$ cat src/rtl/speicher_arbiter_if.sv
// CPU-side and memory-side signal bundle for the shared single-port memory arbiter.
// master: the arbiter's view; slave: the CPU control unit and memory facing it.
interface speicher_arbiter_if;
    localparam int unsigned WORT_W = 32;

    logic              LeseInstruktion;
    logic [WORT_W-1:0] InstruktionAdresse;
    logic [WORT_W-1:0] Instruktion;
    logic              InstruktionGeladen;
    logic              LeseDaten;
    logic              SchreibeDaten;
    logic [WORT_W-1:0] DatenAdresse;
    logic [WORT_W-1:0] DatenRaus;
    logic [WORT_W-1:0] DatenRein;
    logic              DatenGeladen;
    logic              DatenGespeichert;
    logic [WORT_W-1:0] SpeicherAdresse;
    logic [WORT_W-1:0] SpeicherSchreibDaten;
    logic              SpeicherLesen;
    logic              SpeicherSchreiben;
    logic [WORT_W-1:0] SpeicherLeseDaten;
    logic              SpeicherFertig;
    logic              Fehler;

    modport master (
        input  LeseInstruktion, InstruktionAdresse, LeseDaten, SchreibeDaten,
               DatenAdresse, DatenRaus, SpeicherLeseDaten, SpeicherFertig,
        output Instruktion, InstruktionGeladen, DatenRein, DatenGeladen,
               DatenGespeichert, SpeicherAdresse, SpeicherSchreibDaten,
               SpeicherLesen, SpeicherSchreiben, Fehler
    );

    modport slave (
        output LeseInstruktion, InstruktionAdresse, LeseDaten, SchreibeDaten,
               DatenAdresse, DatenRaus, SpeicherLeseDaten, SpeicherFertig,
        input  Instruktion, InstruktionGeladen, DatenRein, DatenGeladen,
               DatenGespeichert, SpeicherAdresse, SpeicherSchreibDaten,
               SpeicherLesen, SpeicherSchreiben, Fehler
    );
endinterface

$ cat src/rtl/speicher_arbiter.sv
// Arbitrates instruction fetch and data accesses onto one single-port memory,
// with a data-streak limit against fetch starvation and a hung-access watchdog.
module speicher_arbiter #(
    parameter int unsigned TIMEOUT        = 255,
    parameter int unsigned ZAEHLER_BREITE = 8,
    parameter int unsigned MAX_DATEN      = 4
) (
    input  logic                 Clock,
    input  logic                 Reset,
    speicher_arbiter_if.master   bus
);
    localparam int unsigned WORT_W   = 32;
    localparam int unsigned STREAK_W = $clog2(MAX_DATEN + 1);

    typedef enum logic [2:0] {
        LEERLAUF,
        INSTR,
        DATEN_LESEN,
        DATEN_SCHREIBEN,
        FERTIG
    } zustand_t;

    zustand_t                  zustand_q, zustand_d;
    logic [WORT_W-1:0]         instr_q, instr_d;
    logic [WORT_W-1:0]         daten_q, daten_d;
    logic [WORT_W-1:0]         adr_q, adr_d;
    logic [WORT_W-1:0]         wdaten_q, wdaten_d;
    logic                      lesen_q, lesen_d;
    logic                      schreiben_q, schreiben_d;
    logic                      instr_geladen_q, instr_geladen_d;
    logic                      daten_geladen_q, daten_geladen_d;
    logic                      gespeichert_q, gespeichert_d;
    logic                      fehler_q, fehler_d;
    logic [ZAEHLER_BREITE-1:0] wd_q, wd_d;
    logic [STREAK_W-1:0]       streak_q, streak_d;

    logic                      daten_anf;
    logic                      instr_gewinnt;
    logic [ZAEHLER_BREITE-1:0] wd_inc;
    logic                      abbruch;
    logic [WORT_W-1:0]         lese_wert;

    assign daten_anf     = bus.LeseDaten | bus.SchreibeDaten;
    assign instr_gewinnt = bus.LeseInstruktion &
                           (~daten_anf | (streak_q == STREAK_W'(MAX_DATEN)));
    assign wd_inc        = wd_q + ZAEHLER_BREITE'(1);
    assign abbruch       = ~bus.SpeicherFertig & (wd_inc == ZAEHLER_BREITE'(TIMEOUT));
    // An aborted read returns zero so the CPU sees a defined word.
    assign lese_wert     = bus.SpeicherFertig ? bus.SpeicherLeseDaten : '0;

    always_ff @(posedge Clock) begin
        if (Reset) begin
            zustand_q       <= LEERLAUF;
            instr_q         <= '0;
            daten_q         <= '0;
            adr_q           <= '0;
            wdaten_q        <= '0;
            lesen_q         <= 1'b0;
            schreiben_q     <= 1'b0;
            instr_geladen_q <= 1'b0;
            daten_geladen_q <= 1'b0;
            gespeichert_q   <= 1'b0;
            fehler_q        <= 1'b0;
            wd_q            <= '0;
            streak_q        <= '0;
        end else begin
            zustand_q       <= zustand_d;
            instr_q         <= instr_d;
            daten_q         <= daten_d;
            adr_q           <= adr_d;
            wdaten_q        <= wdaten_d;
            lesen_q         <= lesen_d;
            schreiben_q     <= schreiben_d;
            instr_geladen_q <= instr_geladen_d;
            daten_geladen_q <= daten_geladen_d;
            gespeichert_q   <= gespeichert_d;
            fehler_q        <= fehler_d;
            wd_q            <= wd_d;
            streak_q        <= streak_d;
        end
    end

    always_comb begin
        zustand_d       = zustand_q;
        instr_d         = instr_q;
        daten_d         = daten_q;
        adr_d           = adr_q;
        wdaten_d        = wdaten_q;
        lesen_d         = lesen_q;
        schreiben_d     = schreiben_q;
        instr_geladen_d = 1'b0;
        daten_geladen_d = 1'b0;
        gespeichert_d   = 1'b0;
        fehler_d        = fehler_q;
        wd_d            = wd_q;
        streak_d        = streak_q;

        unique case (zustand_q)
            LEERLAUF: begin
                if (instr_gewinnt) begin
                    zustand_d = INSTR;
                    adr_d     = bus.InstruktionAdresse;
                    lesen_d   = 1'b1;
                    streak_d  = '0;
                end else if (daten_anf) begin
                    adr_d = bus.DatenAdresse;
                    if (!bus.LeseInstruktion) begin
                        streak_d = '0;
                    end else if (streak_q != STREAK_W'(MAX_DATEN)) begin
                        streak_d = streak_q + STREAK_W'(1);
                    end
                    // Simultaneous read and write is resolved as a write and flagged.
                    if (bus.SchreibeDaten) begin
                        zustand_d   = DATEN_SCHREIBEN;
                        wdaten_d    = bus.DatenRaus;
                        schreiben_d = 1'b1;
                        if (bus.LeseDaten) begin
                            fehler_d = 1'b1;
                        end
                    end else begin
                        zustand_d = DATEN_LESEN;
                        lesen_d   = 1'b1;
                    end
                end
            end
            INSTR, DATEN_LESEN, DATEN_SCHREIBEN: begin
                wd_d = wd_inc;
                if (bus.SpeicherFertig || abbruch) begin
                    zustand_d   = FERTIG;
                    lesen_d     = 1'b0;
                    schreiben_d = 1'b0;
                    if (abbruch) begin
                        fehler_d = 1'b1;
                    end
                    if (zustand_q == INSTR) begin
                        instr_d         = lese_wert;
                        instr_geladen_d = 1'b1;
                    end else if (zustand_q == DATEN_LESEN) begin
                        daten_d         = lese_wert;
                        daten_geladen_d = 1'b1;
                    end else begin
                        gespeichert_d   = 1'b1;
                    end
                end
            end
            FERTIG: begin
                zustand_d = LEERLAUF;
                wd_d      = '0;
            end
            default: begin
                zustand_d = LEERLAUF;
            end
        endcase
    end

    assign bus.Instruktion          = instr_q;
    assign bus.InstruktionGeladen   = instr_geladen_q;
    assign bus.DatenRein            = daten_q;
    assign bus.DatenGeladen         = daten_geladen_q;
    assign bus.DatenGespeichert     = gespeichert_q;
    assign bus.SpeicherAdresse      = adr_q;
    assign bus.SpeicherSchreibDaten = wdaten_q;
    assign bus.SpeicherLesen        = lesen_q;
    assign bus.SpeicherSchreiben    = schreiben_q;
    assign bus.Fehler               = fehler_q;

endmodule
$ cat src/flat_wrapper.sv
// flat-port wrapper written by rule: the top's interface ports become plain ports
module speicher_arbiter_flat 
#(
    parameter int unsigned TIMEOUT        = 255,
    parameter int unsigned ZAEHLER_BREITE = 8,
    parameter int unsigned MAX_DATEN      = 4
)
  (Clock, Reset, bus_LeseInstruktion, bus_InstruktionAdresse, bus_LeseDaten, bus_SchreibeDaten, bus_DatenAdresse, bus_DatenRaus, bus_SpeicherLeseDaten, bus_SpeicherFertig, bus_Instruktion, bus_InstruktionGeladen, bus_DatenRein, bus_DatenGeladen, bus_DatenGespeichert, bus_SpeicherAdresse, bus_SpeicherSchreibDaten, bus_SpeicherLesen, bus_SpeicherSchreiben, bus_Fehler);
  speicher_arbiter_if bus_i ();
  input  logic Clock;
  input  logic Reset;
  input wire logic [$bits(bus_i.LeseInstruktion)-1:0] bus_LeseInstruktion;
  input wire logic [$bits(bus_i.InstruktionAdresse)-1:0] bus_InstruktionAdresse;
  input wire logic [$bits(bus_i.LeseDaten)-1:0] bus_LeseDaten;
  input wire logic [$bits(bus_i.SchreibeDaten)-1:0] bus_SchreibeDaten;
  input wire logic [$bits(bus_i.DatenAdresse)-1:0] bus_DatenAdresse;
  input wire logic [$bits(bus_i.DatenRaus)-1:0] bus_DatenRaus;
  input wire logic [$bits(bus_i.SpeicherLeseDaten)-1:0] bus_SpeicherLeseDaten;
  input wire logic [$bits(bus_i.SpeicherFertig)-1:0] bus_SpeicherFertig;
  output wire logic [$bits(bus_i.Instruktion)-1:0] bus_Instruktion;
  output wire logic [$bits(bus_i.InstruktionGeladen)-1:0] bus_InstruktionGeladen;
  output wire logic [$bits(bus_i.DatenRein)-1:0] bus_DatenRein;
  output wire logic [$bits(bus_i.DatenGeladen)-1:0] bus_DatenGeladen;
  output wire logic [$bits(bus_i.DatenGespeichert)-1:0] bus_DatenGespeichert;
  output wire logic [$bits(bus_i.SpeicherAdresse)-1:0] bus_SpeicherAdresse;
  output wire logic [$bits(bus_i.SpeicherSchreibDaten)-1:0] bus_SpeicherSchreibDaten;
  output wire logic [$bits(bus_i.SpeicherLesen)-1:0] bus_SpeicherLesen;
  output wire logic [$bits(bus_i.SpeicherSchreiben)-1:0] bus_SpeicherSchreiben;
  output wire logic [$bits(bus_i.Fehler)-1:0] bus_Fehler;
  assign bus_i.LeseInstruktion = bus_LeseInstruktion;
  assign bus_i.InstruktionAdresse = bus_InstruktionAdresse;
  assign bus_i.LeseDaten = bus_LeseDaten;
  assign bus_i.SchreibeDaten = bus_SchreibeDaten;
  assign bus_i.DatenAdresse = bus_DatenAdresse;
  assign bus_i.DatenRaus = bus_DatenRaus;
  assign bus_i.SpeicherLeseDaten = bus_SpeicherLeseDaten;
  assign bus_i.SpeicherFertig = bus_SpeicherFertig;
  assign bus_Instruktion = bus_i.Instruktion;
  assign bus_InstruktionGeladen = bus_i.InstruktionGeladen;
  assign bus_DatenRein = bus_i.DatenRein;
  assign bus_DatenGeladen = bus_i.DatenGeladen;
  assign bus_DatenGespeichert = bus_i.DatenGespeichert;
  assign bus_SpeicherAdresse = bus_i.SpeicherAdresse;
  assign bus_SpeicherSchreibDaten = bus_i.SpeicherSchreibDaten;
  assign bus_SpeicherLesen = bus_i.SpeicherLesen;
  assign bus_SpeicherSchreiben = bus_i.SpeicherSchreiben;
  assign bus_Fehler = bus_i.Fehler;
  speicher_arbiter #(.TIMEOUT(TIMEOUT), .ZAEHLER_BREITE(ZAEHLER_BREITE), .MAX_DATEN(MAX_DATEN)) u_core (.Clock(Clock), .Reset(Reset), .bus(bus_i));
endmodule
$ cat config.mk
export PLATFORM = sky130hd
export DESIGN_NAME = speicher_arbiter_flat
export DESIGN_NICKNAME = d
export VERILOG_FILES = /design/src/rtl/speicher_arbiter_if.sv /design/src/rtl/speicher_arbiter.sv /design/src/flat_wrapper.sv
export SDC_FILE = /design/constraint.sdc
export NUM_CORES = 1
export LEC_CHECK = 0
export CAP_MARGIN = 20
export CORE_AREA = 2 2 124 126
export CTS_CLUSTER_DIAMETER = 30
export CTS_CLUSTER_SIZE = 25
export DETAILED_ROUTE_END_ITERATION = 6
export DIE_AREA = 0 0 126 128
export PLACE_DENSITY = 0.81
export SETUP_SLACK_MARGIN = 0.3
export SYNTH_ARGS = -nofsm -noshare
export SYNTH_HDL_FRONTEND = slang
export SYNTH_SLANG_ARGS = --single-unit
$ cat constraint.sdc
create_clock -name Clock -period 2.3 [get_ports Clock]
set_input_delay 0.345 -clock Clock [delete_from_list [all_inputs] [get_ports Clock]]
set_output_delay 0.345 -clock Clock [all_outputs]
set_load 0.02 [all_outputs]
# Yosys cells after proc, flatten, opt, wreduce, memory -nomap -nowiden
# Cells that the tools add are included.
[op_classes] muxes=32 n_addsub=2 n_reduce_logical=17 n_eq_ne=16 n_bitwise=10
[op_table] operator="32-bit 2-to-1 mux" n=3
[op_table] operator="3-bit 2-to-1 mux" n=7
[op_table] operator="1-bit 2-to-1 mux" n=17
[op_table] operator="8-bit case mux with 2 select lines" n=1
[op_table] operator="4-bit AND reduction" n=3
[op_table] operator="8-bit by 1-bit adder with 8-bit output (second input constant)" n=1
[op_table] operator="8-bit equality test (second input constant)" n=1
[op_table] operator="7-bit AND reduction" n=1
[op_table] operator="3-bit by 2-bit equality test with 1-bit output (second input constant)" n=2
[op_table] operator="3-bit equality test (second input constant)" n=2
[op_table] operator="2-bit by 1-bit != test with 1-bit output (second input constant)" n=3
[op_table] operator="2-bit != test (second input constant)" n=3
[op_table] operator="3-bit by 1-bit != test with 1-bit output (second input constant)" n=2
[op_table] operator="1-bit inverter" n=6
[op_table] operator="1-bit case mux with 2 select lines" n=3
[op_table] operator="3-bit case mux with 2 select lines" n=1
[op_table] operator="3-bit AND reduction" n=2
[op_table] operator="2-bit nonzero test" n=3
[op_table] operator="3-bit OR reduction" n=2
[op_table] operator="5-bit AND reduction" n=1
[op_table] operator="2-bit AND reduction" n=2
[op_table] operator="4-bit OR reduction" n=1
[op_table] operator="3-bit by 1-bit adder with 3-bit output (second input constant)" n=1
[op_table] operator="3-bit by 1-bit equality test with 1-bit output (second input constant)" n=1
[op_table] operator="other kinds (6)" n=8
[totals] output_inout_bits=134 wordCells=90 reg_bits=148

# Longest topological paths before layout
# Gate-level depths: netlist of the first run.
[logic_depth] depth_word=6 mapped_depth=9

# Worst setup path after synthesis of the first run
# No wires, ideal clock.
[synth_path] path_type="register to register" start="register u_core.wd_q[0]" end="register u_core.instr_q[10] (netlist: u_core.bus.Instruktion[10])" stages_incl_launch_ff=8 setup_slack_ps=463 period_less_slack_ps=1837 path_buffers=2 t_arrival_ps=1698 cell_sequence="dfxtp_1 -> nand3_2 -> or3_1 -> a221o_1 -> nand2_2 -> buf_6 -> buf_6 -> a311oi_1"
[synth_via] elab_chain_len=5
[synth_lines] element="start, declared" line="speicher_arbiter.sv:34" rtl="logic [ZAEHLER_BREITE-1:0] wd_q, wd_d;"
[synth_lines] element="start signal, assigned" line="speicher_arbiter.sv:78" rtl="wd_q <= wd_d;"
[synth_lines] element="8-bit by 1-bit adder with 8-bit output" line="speicher_arbiter.sv:46" rtl="assign wd_inc = wd_q + ZAEHLER_BREITE'(1);"
[synth_lines] element="8-bit equality test" line="speicher_arbiter.sv:47" rtl="assign abbruch = ~bus.SpeicherFertig & (wd_inc == ZAEHLER_BREITE'(TIMEOUT));"
[synth_lines] element="1-bit bitwise AND" line="speicher_arbiter.sv:47"
[synth_lines] element="1-bit logical OR" line="speicher_arbiter.sv:128" rtl="if (bus.SpeicherFertig || abbruch) begin"
[synth_lines] element="3-bit AND reduction (no source line)"
[synth_lines] element="end signal, assigned" line="speicher_arbiter.sv:68" rtl="instr_q <= instr_d;"
[synth_lines] element="end, declared" line="speicher_arbiter.sv:24" rtl="logic [WORT_W-1:0] instr_q, instr_d;"
# No other way between the ends.
# A chain may end at the register's enable or synchronous reset.

# Worst setup path in the final report of the first run
[layout_path] start="register u_core.wd_q[1]" end="register u_core.gespeichert_q (netlist: u_core.bus.DatenGespeichert)"
[layout_via] elab_chain_len=6
[layout_lines] element="8-bit by 1-bit adder with 8-bit output" line="speicher_arbiter.sv:46"
[layout_lines] element="8-bit equality test" line="speicher_arbiter.sv:47"
[layout_lines] element="1-bit bitwise AND" line="speicher_arbiter.sv:47"
[layout_lines] element="1-bit logical OR" line="speicher_arbiter.sv:128"
[layout_lines] element="1-bit inverter (no source line)"
[layout_lines] element="4-bit OR reduction (no source line)"
[layout_lines] element="end signal, assigned" line="speicher_arbiter.sv:76" rtl="gespeichert_q <= gespeichert_d;"
[layout_lines] element="end, declared" line="speicher_arbiter.sv:32" rtl="logic gespeichert_q, gespeichert_d;"
# No other way between the ends.

==> results.md, run 1 <==
- CORE AREA: 14900 um2
- I/O Pins: 268
- Hold WC Path Type: in2reg
- Global-route wire length before repair: 29400 um
- YS warnings: 0
- Grt ovf: 0
- Crit path arrival time: 2.28 ns
- Slew margin rel.: 59.3%
- Clock root buffer: clkbuf_16
- Num CTS Buffers: 17
- Leakage dissipation: 3.37 nW
- Worst-path maximum fanout: 6
- Largest net degree at the start of global routing: 65
- Yosys cell types: 43
- Psw: 2.36 mW
- Seq pwr share: 37.6%
- 1st-pass router iterations: 5
- Detailed Place HPWL: 12500 um
- Hold_buf cts: 0
- Combinational power share: 26.3%
- GRT Total Usage: 22.3%
- Post-Syn Nets: 859
- Layout fillers: 1246
- Final WL: 18600 um
- CTS max path bufs: 2
- Initial antenna violation count: 0
- Vias in the first global route: 5908
- Worst Skew: 0.0103 ns
- Finished Layout Cells: 1161
- TritonCTS clock tree: done
- # DRC: 0
- Max-cap violations: 0
- Via count: 6364
- Status: completed
- Worst setup SP type: flip-flop
- Avg Cell Area, Syn: 8.47 um2
- Drt wl/cell: 16.0 um
- Inserted Diodes: 0
- Port bufs: 267
- Share of layout cells above drive strength 1: 7.81%
- Synth async-reset ratio: 0%
- Die width: 126 um
- Largest vdd supply drop: 646 uV
- Switch share: 29.8%
- Minimum clock period: 1.95 ns
- CTS clk-pin slew, worst paths: 0.06 ns
- Clk network pwr share: 36.1%
- Period Utilization, post-route: 84.9%
- Syn-to-layout area delta: 59.0%
- Worst-margin pin slew: 0.610 ns
- Post-synth EDFFs: 0
- Final Max Tran Viols: 0
- Overall power: 7.92 mW
- Multi-input logic area: 2820 um2
- # setup viols final: 0
- Post-Syn Instances: 721
- Routed Antenna Nets: 0
- Main synth FF type: dfxtp_1
- Die area: 16100 um2
- Total Nets Final: 1098
- Placed Cells: 1124
- Placer Congestion: 0.823
- Skew-Pair Late Insertion Delay: 0.42 ns
- Register area: 2970 um2
- Initial DRC count: 317
- Initial Utilization: 41.1%
- Post-synthesis sequential area ratio: 48.5%
- Crit path capture type: flip-flop
- FP Rows: 45
- Critical path class: reg2reg
- CTS Sinks: 148
- Yosys reg bits: 148
- WP data required: 2.63 ns
- Vias per cell: 5.48
- Die Height: 128 um
- FMAX: 512 MHz
- Setup TNS: 0 ns
- Internal power: 5.56 mW
- Final hold viol count: 0
- RSZ-0062 raised after global routing: true
- H-tree levels: 4
- Pwr Density: 816 nW/um2
- Area of the mapped netlist: 6110 um2
-- critical path, stage by stage (launching register included) --
cell	delay [ns]
dfxtp_2	0.38
nand3_4	0.10
or3_1	0.37
a221o_1	0.43
buf_4	0.17
and2_4	0.17
nor4b_2	0.24
-- power by group through the flow --
| stage | registers, mW | logic, mW | clock network (mW) |
|---|---|---|---|
| floorplan | 3.30 | 0.798 | 0 |
| global placement | 3.02 | 2.04 | 0 |
| detailed placement | 3.03 | 2.06 | 0 |
| CTS | 2.98 | 2.09 | 2.92 |
| global route | 3.01 | 2.24 | 3.02 |
| finish | 2.98 | 2.09 | 2.86 |
-- registers in the layout (all words and copies together) (netlist names) --
name                             flops
u_core.bus.DatenRein                32
u_core.bus.Instruktion              32
u_core.bus.SpeicherAdresse          32
u_core.bus.SpeicherSchreibDaten     32
u_core.wd_q                          8
u_core.streak_q                      3
u_core.zustand_q                     3
u_core.bus.DatenGeladen              1
u_core.bus.DatenGespeichert          1
u_core.bus.Fehler                    1
u_core.bus.InstruktionGeladen        1
u_core.bus.SpeicherLesen             1
u_core.bus.SpeicherSchreiben         1
-- final cells by class --
cell class / instances / area share, %
clock buffers: 20 / 4.71
clock inverters: 12 / 1.57
inverters: 8 / 0.309
multi-input cells: 491 / 29.0
flip-flops and latches: 148 / 30.6
well taps: 188 / 2.42
repair buffers: 294 / 31.3
-- cells in the mapped netlist, types with 2 or more instances --
library cell	n	area (um2)
or2_2	2	12.5
o31a_1	2	17.5
buf_1	5	18.8
nand2_1	173	649
inv_1	6	22.5
o32a_1	3	30.0
nand3_1	2	10.0
or3_1	3	18.8
o21ai_0	7	35.0
ha_1	4	50.1
o31ai_1	4	30.0
a21oi_1	47	235
nor3b_1	2	15.0
clkbuf_1	53	199
a311oi_1	97	850
clkinv_1	2	7.51
a31oi_1	65	407
nor3_1	6	30.0
buf_6	4	45.0
dfxtp_1	148	2960
nor2_1	46	173
buf_2	12	60.1
and2_1	2	12.5
o211ai_1	2	15.0
nand3b_1	3	22.5
nand4_1	3	18.8
nor4_2	2	25.0
-- per-layer routing --
layer  routed length, um  up-vias  track usage (%)
met5                   0        -                0
li1                    -     3153                -
met3                1260       29             6.39
met4                 346        0             8.08
met1                7920     2973             27.0
met2                9110      209             37.8
-- cell families after synthesis --
| group | synth area share [%] |
|---|---|
| AOI/OAI and AO/OA | 27.2 |
| xor gates and xnor gates | 0.143 |
| adders and majority gates | 0.820 |
| buffers and inverters | 5.78 |
| DFF | 48.5 |
| and+or+nand+nor | 17.5 |
-- final timing paths --
path                                      start                                 end  slack (ns)  cells past startpoint
max                              u_core.wd_q[1]         u_core.bus.DatenGespeichert        0.35                      6
min                                       Reset                      u_core.wd_q[2]        0.35                      2
max reg2reg                      u_core.wd_q[1]         u_core.bus.DatenGespeichert        0.35                      6
min reg2reg  u_core.bus.SpeicherSchreibDaten[4]  u_core.bus.SpeicherSchreibDaten[4]        0.45                      2
-- through the flow --
| stage | worst slack, ns | hold WS, ns | utilization [%] | cell area, um2 |
|---|---|---|---|---|
| floorplan | 0.463 | 0.449 | - | 6110 |
| global placement | 0.190 | 0.441 | 60.5 | 8990 |
| detailed placement | 0.157 | 0.446 | 60.5 | 8990 |
| CTS | 0.326 | 0.335 | 65.0 | 9670 |
| global route | 0.275 | 0.350 | 65.3 | 9710 |
| finish | 0.348 | 0.355 | 65.3 | 9710 |
-- cell usage in the layout, fill, tap and decap left out, types with 2 or more instances in the layout --
| cell type | n |
|---|---|
| buf_12 | 12 |
| or3_1 | 3 |
| clkinv_1 | 2 |
| clkinvlp_4 | 4 |
| a31oi_1 | 65 |
| o31ai_1 | 4 |
| o21ai_0 | 7 |
| o32a_1 | 3 |
| clkbuf_8 | 2 |
| ha_1 | 4 |
| dfxtp_2 | 2 |
| a311oi_1 | 97 |
| a21oi_1 | 47 |
| inv_1 | 6 |
| dfxtp_4 | 2 |
| nand3b_1 | 3 |
| nand4_1 | 3 |
| buf_4 | 14 |
| clkinv_2 | 3 |
| or2_2 | 2 |
| and2_1 | 2 |
| inv_6 | 2 |
| clkbuf_16 | 17 |
| nand3_1 | 2 |
| nor2_1 | 45 |
| nor3_1 | 6 |
| o211ai_1 | 2 |
| nand2_1 | 173 |
| bufinv_16 | 3 |
| nor4_2 | 2 |
| dfxtp_1 | 144 |
| clkdlybuf4s50_1 | 265 |
-- repair_timing --
action	4_1_cts	5_1_grt
resized for setup	4	6
buffers inserted	2	2
endpoints found under the setup margin	60	34
gates cloned	1	0
pin swaps	2	2
Power figures use the tool's default switching activity.
==> run 2, diff against run 1 <==
==> constraint.sdc (replaced) <==
create_clock -name Clock -period 1.9 [get_ports Clock]
set_input_delay 0.285 -clock Clock [delete_from_list [all_inputs] [get_ports Clock]]
set_output_delay 0.285 -clock Clock [all_outputs]
set_load 0.02 [all_outputs]
==> results.md, run 2 (synthesis gave the netlist of run 1 again) <==
- Setup crit start: u_core.wd_q[3]
- R2R cell count: 7
- CTS clk-pin slew, worst paths: 0.07 ns
- Via count: 6742
- GRT Total Usage: 26.8%
- Reg2Reg Setup Slack: 0.04 ns
- Pwr Density: 955 nW/um2
- Inserted Diodes: 0
- Initial antenna violation count: 1
- Die Height: 128 um
- Clk network pwr share: 34.3%
- Worst-path maximum fanout: 10
- Seq pwr share: 36.2%
- CTS Sinks: 148
- Psw: 3.17 mW
- Combinational power share: 29.5%
- Placed Cells: 1137
- FP Rows: 45
- Placer Congestion: 0.786
- Initial Utilization: 41.1%
- Vias per cell: 5.62
- Finished Layout Cells: 1199
- RSZ-0062 raised after global routing: true
- Die width: 126 um
- Minimum clock period: 1.86 ns
- TritonCTS clock tree: done
- Global-route wire length before repair: 34300 um
- Critical path class: reg2reg
- Slew margin rel.: 58.6%
- Drt wl/cell: 19.1 um
- Crit path arrival time: 2.15 ns
- CP Capture Point: u_core.bus.Instruktion[14]
- Internal power: 6.79 mW
- CTS max path bufs: 2
- Clock root buffer: clkbuf_16
- Total Nets Final: 1136
- Vias in the first global route: 6479
- Commonest non-fill, non-tap cell in the layout: nand2_1
- Detailed Place HPWL: 14200 um
- H-tree levels: 4
- 1st-pass router iterations: 4
- Max-cap violations: 0
- Num CTS Buffers: 17
- Share of layout cells above drive strength 1: 16.0%
- Largest vdd supply drop: 797 uV
- Overall power: 9.95 mW
- Syn-to-layout area delta: 70.6%
- Die area: 16100 um2
- # setup viols final: 0
- Final Max Tran Viols: 0
- Initial DRC count: 382
- Worst Skew: 0.00755 ns
- Routed Antenna Nets: 0
- Skew-Pair Late Insertion Delay: 0.43 ns
- Worst-margin pin slew: 0.621 ns
- # DRC: 0
- Highest-count cells in the layout ignoring fill and taps: nand2_1, dfxtp_1, dlygate4sd2_1
- FMAX: 538 MHz
- Period Utilization, post-route: 97.8%
- WP data required: 2.19 ns
- Worst setup SP type: flip-flop
- Port bufs: 267
- Crit path capture type: flip-flop
- Largest net degree at the start of global routing: 66
- Worst R2R End: u_core.bus.Instruktion[14]
- Status: completed
- CORE AREA: 14900 um2
- Hold_buf cts: 0
- Switch share: 31.8%
- Final WL: 22900 um
- Leakage dissipation: 4.34 nW
- Reg-to-Reg Start: u_core.wd_q[3]
- I/O Pins: 268
- Grt ovf: 0
- Final hold viol count: 0
- Hold WC Path Type: in2reg
==> run 2: cell types whose count changed in the layout (fill, tap and decap cells not counted), moves of 5 or more <==
cell / previous run / this run
dfxtp_1: 144 / 139
clkdlybuf4s50_1: 265 / 128
buf_12: 12 / 17
buf_4: 14 / 34
a311oi_1: 97 / 72
buf_16: 1 / 6
a311oi_2: 0 / 25
dlygate4sd2_1: 0 / 134
==> run 2: through the flow <==
step	cell area [um2]	hold WS, ns	TNS (ns)	utilization [%]	worst slack, ns
2_1_floorplan	6150	0.421	0	-	0.219
3_3_place_gp	9160	0.441	0	61.6	0.0744
3_5_place_dp	9160	0.447	-0.000147	61.6	-0.000147
4_1_cts	10100	0.313	0	67.7	0.0889
5_1_grt	10400	0.362	-0.0225	70.1	-0.00985
6_report	10400	0.360	0	70.1	0.0421
==> run 2: cell type report <==
cell class	instances	area (um2)
timing repair buffer	332	3450
tap	188	235
sequential	148	2990
multi-input combinational	491	3110
clock inverter	13	146
clock buffer	19	453
inverter	8	42.5
fill	1147	4450
==> run 2: critical path, stage by stage, from the launching register on <==
cell and delay, ns:
dfxtp_4 0.38, nand2_4 0.05, or3_4 0.36, a221o_1 0.40, nand2_4 0.17, buf_12 0.14
buf_16 0.13, a311oi_1 0.09
==> run 2: worst min path at each step <==
stage,from,endpoint,slack [ns],depth (start not counted)
3_5_place_dp,u_core.bus.SpeicherSchreibDaten[26],u_core.bus.SpeicherSchreibDaten[26],0.45,2
6_report,bus_SpeicherFertig,u_core.bus.Instruktion[29],0.36,3
5_1_grt,bus_SpeicherFertig,u_core.bus.Instruktion[29],0.36,3
4_1_cts,bus_SpeicherFertig,u_core.bus.Instruktion[29],0.31,3
2_1_floorplan,bus_DatenRaus[0],u_core.bus.SpeicherSchreibDaten[0],0.42,2
3_3_place_gp,u_core.bus.SpeicherSchreibDaten[21],u_core.bus.SpeicherSchreibDaten[21],0.44,2
==> run 2: metal layers <==
layer,up-vias,track usage (%),wire length [um]
met5,-,0,11
met1,3167,30.6,8800
li1,3235,-,-
met4,2,12.3,779
met3,58,11.4,2370
met2,280,43.8,11000
==> run 2: repair_timing <==
action | CTS | global route
setup endpoints to repair | 271 | 137
pin swaps | 14 | 8
buffers inserted | 11 | 8
gates resized for setup | 165 | 45
gates cloned | 8 | 3
==> run 2: power groups by stage <==
stage / registers, mW / logic (mW) / clock network [mW]
after global placement: 3.67 / 2.57 / 0
after floorplan: 4.00 / 0.975 / 0
after global routing: 3.64 / 3.14 / 3.60
after detailed placement: 3.67 / 2.59 / 0
after CTS: 3.60 / 2.75 / 3.46
final: 3.61 / 2.93 / 3.41
